<file path="src/rtl/ej32_pkg.sv">
// Shared types and default sizes for the ej32 data stack.
package ej32_pkg;

  localparam int DSZ_DEFAULT   = 32;
  localparam int DEPTH_DEFAULT = 64;

  typedef enum logic [3:0] {
    sNOP  = 4'd0,
    sPUSH = 4'd1,
    sPOP  = 4'd2,
    sREPL = 4'd3,
    sALU  = 4'd4,
    sDUP  = 4'd5,
    sOVER = 4'd6,
    sSWAP = 4'd7,
    sPICK = 4'd8
  } ss_op_t;

endpackage

</file>
<file path="src/rtl/bram_dp.sv">
// Simple dual-port block RAM: one write port and one registered read port,
// both clocked on the falling edge so a read completes half a cycle early.
module bram_dp #(
  parameter int DW    = 32,
  parameter int AW    = 6,
  parameter int WORDS = 62
) (
  input  logic          clk,
  input  logic          we,
  input  logic [AW-1:0] waddr,
  input  logic [DW-1:0] wdata,
  input  logic          re,
  input  logic [AW-1:0] raddr,
  output logic [DW-1:0] rdata
);

  logic [DW-1:0] mem [WORDS];

  // Falling-edge write and registered read.
  always_ff @(negedge clk) begin
    if (we) begin
      mem[waddr] <= wdata;
    end
    if (re) begin
      rdata <= mem[raddr];
    end
  end

endmodule

</file>
<file path="src/rtl/ej32_dstack.sv">
// ej32 data stack: TOS/NOS in registers, deeper items in a falling-edge
// block RAM so refill reads land in time for the next rising edge.
module ej32_dstack
  import ej32_pkg::*;
#(
  parameter int DSZ   = DSZ_DEFAULT,
  parameter int DEPTH = DEPTH_DEFAULT,
  localparam int SSZ  = $clog2(DEPTH)
) (
  input  logic           clk,
  input  logic           rst,
  input  logic           en,
  input  logic [3:0]     op,
  input  logic [DSZ-1:0] t_i,
  input  logic [SSZ-1:0] n_i,
  input  logic           clr_i,
  output logic [DSZ-1:0] t_o,
  output logic [DSZ-1:0] s_o,
  output logic [SSZ:0]   depth_o,
  output logic           empty_o,
  output logic           full_o,
  output logic           ovf_o,
  output logic           unf_o,
  output logic [SSZ:0]   hwm_o
);

  localparam logic [SSZ:0]   D_MAX = (SSZ+1)'(DEPTH);
  localparam logic [SSZ:0]   D_ONE = (SSZ+1)'(1);
  localparam logic [SSZ:0]   D_TWO = (SSZ+1)'(2);
  localparam logic [SSZ-1:0] A_ONE = SSZ'(1);
  localparam logic [SSZ-1:0] A_TWO = SSZ'(2);

  logic [DSZ-1:0] t_reg, t_next;
  logic [DSZ-1:0] s_reg, s_next;
  logic [SSZ:0]   depth_reg, depth_next;
  logic [SSZ:0]   hwm_reg, hwm_next;
  logic           ovf_reg, ovf_next;
  logic           unf_reg, unf_next;

  ss_op_t         op_s;
  logic [SSZ:0]   sp_wide;
  logic [SSZ-1:0] sp;
  logic           deep;
  logic           is_push;
  logic [SSZ:0]   need;
  logic [DSZ-1:0] push_val;
  logic           ovf_ev, unf_ev, legal;
  logic           we, re;
  logic [SSZ-1:0] raddr;
  logic [DSZ-1:0] rd_data;

  assign op_s = ss_op_t'(op);

  // Decode: operand requirements, push value and store port control.
  always_comb begin
    is_push  = 1'b0;
    need     = '0;
    push_val = t_i;
    sp_wide  = depth_reg - D_TWO;
    sp       = (depth_reg >= D_TWO) ? sp_wide[SSZ-1:0] : '0;
    deep     = (depth_reg > D_TWO);
    case (op_s)
      sPUSH: begin is_push = 1'b1; push_val = t_i; end
      sDUP:  begin is_push = 1'b1; need = D_ONE; push_val = t_reg; end
      sOVER: begin is_push = 1'b1; need = D_TWO; push_val = s_reg; end
      sPICK: begin
        is_push  = 1'b1;
        need     = {1'b0, n_i} + D_ONE;
        push_val = (n_i == '0) ? t_reg : (n_i == A_ONE) ? s_reg : rd_data;
      end
      sPOP:    need = D_ONE;
      sALU:    need = D_TWO;
      sSWAP:   need = D_TWO;
      default: need = '0;
    endcase
    ovf_ev = is_push && (depth_reg == D_MAX);
    unf_ev = !ovf_ev && (depth_reg < need);
    legal  = !ovf_ev && !unf_ev;
    // The two register-held items never touch the store.
    we     = en && !rst && legal && is_push && (depth_reg >= D_TWO);
    re     = en && !rst && legal &&
             ((((op_s == sPOP) || (op_s == sALU)) && deep) ||
              ((op_s == sPICK) && (n_i >= A_TWO)));
    raddr  = (op_s == sPICK) ? (sp + A_ONE - n_i) : (sp - A_ONE);
  end

  bram_dp #(
    .DW    (DSZ),
    .AW    (SSZ),
    .WORDS (DEPTH - 2)
  ) u_store (
    .clk   (clk),
    .we    (we),
    .waddr (sp),
    .wdata (s_reg),
    .re    (re),
    .raddr (raddr),
    .rdata (rd_data)
  );

  // Next-state for the register pair, depth and status flags.
  always_comb begin
    t_next     = t_reg;
    s_next     = s_reg;
    depth_next = depth_reg;
    if (legal) begin
      if (is_push) begin
        s_next     = t_reg;
        t_next     = push_val;
        depth_next = depth_reg + D_ONE;
      end else begin
        case (op_s)
          sPOP: begin
            t_next     = s_reg;
            s_next     = deep ? rd_data : '0;
            depth_next = depth_reg - D_ONE;
          end
          sALU: begin
            t_next     = t_i;
            s_next     = deep ? rd_data : '0;
            depth_next = depth_reg - D_ONE;
          end
          sREPL: begin
            t_next = t_i;
            if (depth_reg == '0) depth_next = D_ONE;
          end
          sSWAP: begin
            t_next = s_reg;
            s_next = t_reg;
          end
          default: ;
        endcase
      end
    end
    // A same-cycle event beats the clear.
    ovf_next = ovf_ev || (ovf_reg && !clr_i);
    unf_next = unf_ev || (unf_reg && !clr_i);
    if (clr_i || (depth_next > hwm_reg)) hwm_next = depth_next;
    else                                  hwm_next = hwm_reg;
  end

  // State register; reset wins over everything, en gates all updates.
  always_ff @(posedge clk) begin
    if (rst) begin
      t_reg     <= '0;
      s_reg     <= '0;
      depth_reg <= '0;
      hwm_reg   <= '0;
      ovf_reg   <= 1'b0;
      unf_reg   <= 1'b0;
    end else if (en) begin
      t_reg     <= t_next;
      s_reg     <= s_next;
      depth_reg <= depth_next;
      hwm_reg   <= hwm_next;
      ovf_reg   <= ovf_next;
      unf_reg   <= unf_next;
    end
  end

  assign t_o     = t_reg;
  assign s_o     = s_reg;
  assign depth_o = depth_reg;
  assign empty_o = (depth_reg == '0);
  assign full_o  = (depth_reg == D_MAX);
  assign ovf_o   = ovf_reg;
  assign unf_o   = unf_reg;
  assign hwm_o   = hwm_reg;

endmodule

</file>
<file path="config.mk">
export PLATFORM = sky130hd
export DESIGN_NAME = ej32_dstack
export DESIGN_NICKNAME = d
export VERILOG_FILES = /design/src/rtl/ej32_pkg.sv /design/src/rtl/bram_dp.sv /design/src/rtl/ej32_dstack.sv
export SDC_FILE = /design/constraint.sdc
export NUM_CORES = 2
export LEC_CHECK = 0
export BUFFER_PORTS_ARGS = -buffer_cell sky130_fd_sc_hd__clkbuf_2
export CORE_UTILIZATION = 40
export DETAILED_ROUTE_END_ITERATION = 7
export PLACE_DENSITY = 0.64
export SLEW_MARGIN = 20
export SYNTH_ARGS = -nofsm -noshare
export SYNTH_HDL_FRONTEND = slang
export SYNTH_SLANG_ARGS = --single-unit
</file>
<file path="constraint.sdc">
create_clock -name clk -period 19.1 [get_ports clk]
set_input_delay 1.91 -clock clk [delete_from_list [all_inputs] [get_ports clk]]
set_output_delay 1.91 -clock clk [all_outputs]
set_load 0.01 [all_outputs]
</file>
After elaboration in Yosys (flattened, before gate mapping)
Memory sizes are Yosys's and may differ from the RTL's. A register that Yosys moved wholly into a read port is not among the register bits.
Index checks and enable logic that the tools add are counted.
Operators by class
  add/sub/neg operators: 7
  $mul: 0
  divide/modulo/power cells: 0
  $lt $le $gt $ge: 5
  eq/ne operators: 12
  shift operators: 0
  muxes and demuxes: 18
  bitwise logic cells: 0
  reduce and logical (&&, ||, !) cells: 34
Operators with widths (count)
  32-bit two-way mux: 5
  32-bit one-hot mux with 2 select lines: 2
  32-bit one-hot mux with 3 select lines: 1
  7-bit two-way mux: 3
  7-bit one-hot mux with 3 select lines: 1
  4-bit by 3-bit == test with 1-bit output (second input constant): 4
  7-bit one-hot mux with 2 select lines: 1
  1-bit logical AND: 12
  6-bit two-way mux: 2
  4-bit by 2-bit == test with 1-bit output (second input constant): 2
  2-bit OR reduction: 4
  6-bit by 1-bit adder with 7-bit output (second input constant): 1
  7-bit by 1-bit adder with 7-bit output (second input constant): 1
  7-bit == test (second input constant): 1
  7-bit by 2-bit greater-or-equal comparator with 1-bit output (second input constant): 1
  7-bit by 2-bit greater-than comparator with 1-bit output (second input constant): 1
  7-bit greater-than comparator: 1
  7-bit zero test: 1
  7-bit less-than comparator: 1
  7-bit by 1-bit subtractor with 7-bit output (second input constant): 1
  6-bit by 1-bit adder with 6-bit output (second input constant): 1
  6-bit by 1-bit == test with 1-bit output (second input constant): 1
  6-bit by 2-bit greater-or-equal comparator with 1-bit output (second input constant): 1
  6-bit zero test: 1
  16 further kinds: 26
Storage, ports and cells
  register bits: 80
  latch bits: 0
  memory bits (writable): 1984
  memory bits (read-only): 0
  bits of input ports: 46
  output and inout bits: 82
  logic and storage cells: 83
  memories kept: 1
Memory list
  u_store.mem: depth 62, bits a word 32, read ports 1, clocked after Yosys merged registers in 1, wr ports 1, line bram_dp.sv:17  | logic [DW-1:0] mem [WORDS];

Longest topological paths before layout
  depth in word-level cells: 13
  mapped depth: 24
  mapped depth without buffers: 21

Hierarchy
A second synthesis with hierarchy kept.
Unflattened totals
  cell total of the unflattened synthesis: 4039
  area total of the unflattened synthesis: 82439.1 um^2
Modules (own cells, without submodules)
  bram_dp: instances 1, cells an instance 3304, area each 76588.5 um^2, sequential area each 60538.1 um^2
  ej32_dstack: instances 1, cells an instance 735, area each 5850.6 um^2, sequential area each 1601.5 um^2

==> results by group <==
Setup path
  – Critical path startpoint category: input pin
  – CP Launch Point: op[1]
  – CP max FO: 32
  – CP Class: in -> reg
  – FF-to-FF Start: depth_o[1]
  – Crit path arrival time: 7.59 ns
  – WP data required: 9.95 ns
  – CP endpoint kind: flip-flop

CTS
  – Clk_lat worst skew: 0.86 ns
  – Post-CTS setup buffers: 0
  – Max clock buf depth: 3
  – PostCTS Resize Cnt: 0
  – CTS Buf Count: 207
  – Clock transition at path regs: 0.06 ns
  – Clock root cell: clkbuf_16
  – CTS Sinks: 2,096
  – H-tree depth: 4
  – CTS tree: done
  – Hold-fix buffers, CTS: 0

STA
  – Hold Slack: 0.487 ns
  – Clock skew: 0.0813 ns
  – Final setup margin: 2.37 ns
  – Setup_tns: 0 ns
  – Slew headroom: 0.160
  – Final Slew Violations: 0
  – RSZ-0062 raised after global routing: no
  – Count of final hold-check violations: 0
  – Final setup violation count: 0
  – Worst-margin pin slew: 1.26 ns

Detailed routing
  – Total wire length: 230,000 um
  – WL met3: 20,800 um
  – Starting DRT DRC Count: 5,676
  – DR pass1 iterations: 8
  – Top layer in use: met5
  – Final ANT Viol Nets: 0
  – Vias: 49,100
  – DR WL met2: 113,000 um
  – Met1 WL: 85,800 um
  – Vias per cell: 5.43
  – Average routed wire per standard cell: 25.4 um
  – DRC: 2

Power
  – Switching part of the total: 0.354
  – LEAKAGE: 39.8 nW
  – Sequential power share: 0.370
  – PD cells: 143 mW/mm^2
  – Worst vdd ir: 0.000169 V
  – Comb power frac: 0.218
  – Psw: 0.00513 W
  – Clock power frac: 0.412
  – Int Pwr: 0.00937 W

Synth
  – Top FF cell, synth: edfxtp_1
  – Yosys warning count: 0
  – Seq cells post-synth: 2,096
  – Sequential-to-total area share from yosys stat: 0.765
  – Synthesized area: 0.0813 sq mm
  – Dominant cells by area after synthesis: edfxtp_1 (75%), mux4_2 (13%), dfxtp_1 (2.0%)
  – Ys async rst share: 0
  – Yosys top cell by area: edfxtp_1
  – Top cell type's share of synthesized area: 0.745
  – Post-Syn Instances: 3,962
  – Syn Nets: 4,043
  – Post-synth EDFFs: 2,016
  – Netlist cell types: 59
  – Avg Cell Area, Syn: 20.5 sq um

Floorplan
  – Placeable Area: 0.202 sq mm
  – Die H: 453 um
  – # IOs: 128
  – Die X: 453 um
  – Die area: 0.205 sq mm
  – Initial Util: 0.402
  – Cell row count: 165

Final layout
  – Most frequent cells in the layout: inv_1 (2,076), edfxtp_1 (2,016), mux4_2 (480)
  – Syn-to-layout area delta: 24.5%
  – Fin nets: 6,275
  – Final core utilization: 0.501
  – Register area: 0.0622 sq mm
  – Fill cell count: 16,500
  – Share of post-route cells with drive strength above 1: 0.187
  – Non-Filler Instances: 9,058
  – Commonest non-fill, non-tap cell in the layout: inv_1
  – Multi-input logic area: 0.0185 sq mm

Hold path
  – Min-delay src: hwm_o[1]
  – Hold Crit Class: reg -> reg

Global route
  – First-pass GRT wire length: 329,000 um
  – Pin count of the biggest net entering global routing: 108
  – Total GRT Usage: 0.223
  – Total grt overflow: 0
  – Vias in the first global route: 52,300
  – Antenna violations before repair: 21

Placement
  – DP HPWL: 127,000 um
  – Placed Cells: 6,613
  – Routability cong.: 0.862
  – Pre-CTS WS: 1.23 ns
  – Port buffer count: 127

Run status
  – Failing checks: design-rule violations
  – Status: finished, violations left

Flow run
  – Max-Cap Viols: 0
[Yosys cell counts (all sizes together), types with 34 or more instances]
library cell,number
a22oi,128
ha,34
a21oi,185
mux4,480
nor2,199
dfxtp,80
nand2,135
mux2i,98
nand3,59
o22ai,67
edfxtp,2016
buf,84
clkbuf,148
[state kept, by name (all words and copies together) (netlist names)]
signal,flops
unf_o,1
t_o,32
s_o,32
hwm_o,7
u_store.mem,1984
depth_o,7
u_store.rdata,32
ovf_o,1
[routing by layer]
layer | track usage | vias to the layer above
met5 | 0 | -
met4 | 0.135 | 8
met3 | 0.0683 | 432
met2 | 0.352 | 2664
met1 | 0.269 | 25000
li1 | - | 21100
[logic make-up after synthesis]
group / Yosys count / synth area share
buffers and inverters: 255 / 0.0153
xor gates and xnor gates: 25 / 0.00269
DFF: 2096 / 0.765
muxes: 578 / 0.145
adders and majority gates: 35 / 0.00548
AOI/OAI and AO/OA: 500 / 0.0406
and+or+nand+nor: 473 / 0.0260
[area by class of cell]
cell class,instances,share of cell area
timing repair buffer,240,0.0216
sequential,2096,0.615
tap,2672,0.0330
clock inverter,2188,0.0941
antenna,11,0.000272
multi-input combinational,1611,0.183
inverter,22,0.000816
clock buffer,218,0.0521
[per-stage QoR]
stage	cell area (sq um)	power (W)
2_1_floorplan	81300	0.00784
3_3_place_gp	85500	0.00915
3_5_place_dp	85600	0.00918
4_1_cts	100000	0.0146
5_1_grt	101000	0.0152
6_report	101000	0.0145
[worst paths after layout]
check,endpoint,slack [ns],cells after the start
worst max-delay path,u_store.mem[46][30],2.37,11
worst min-delay path,hwm_o[1],0.49,2
worst min register to register,hwm_o[1],0.49,2
worst max register to register,u_store.rdata[10],2.49,13
[power by group through the flow]
stage	Clock [W]	Sequential (W)	Combinational, W
after floorplan	0.000624	0.00541	0.00180
after global placement	0.000624	0.00542	0.00311
after detailed placement	0.000624	0.00542	0.00313
after CTS	0.00611	0.00536	0.00315
after global routing	0.00660	0.00536	0.00327
final	0.00597	0.00536	0.00317
[critical path: stages]
cell and delay [ns]:
clkbuf_2 0.21, nor3b_1 0.61, nor2b_1 0.70, nand2_1 0.13
ha_1 0.35, nand4_1 0.10, o31ai_1 0.69, nand2_1 0.41
nor3_2 0.72, nand2_1 0.62, nor2_4 1.10
No activity file was read; power rests on OpenSTA's default activity.
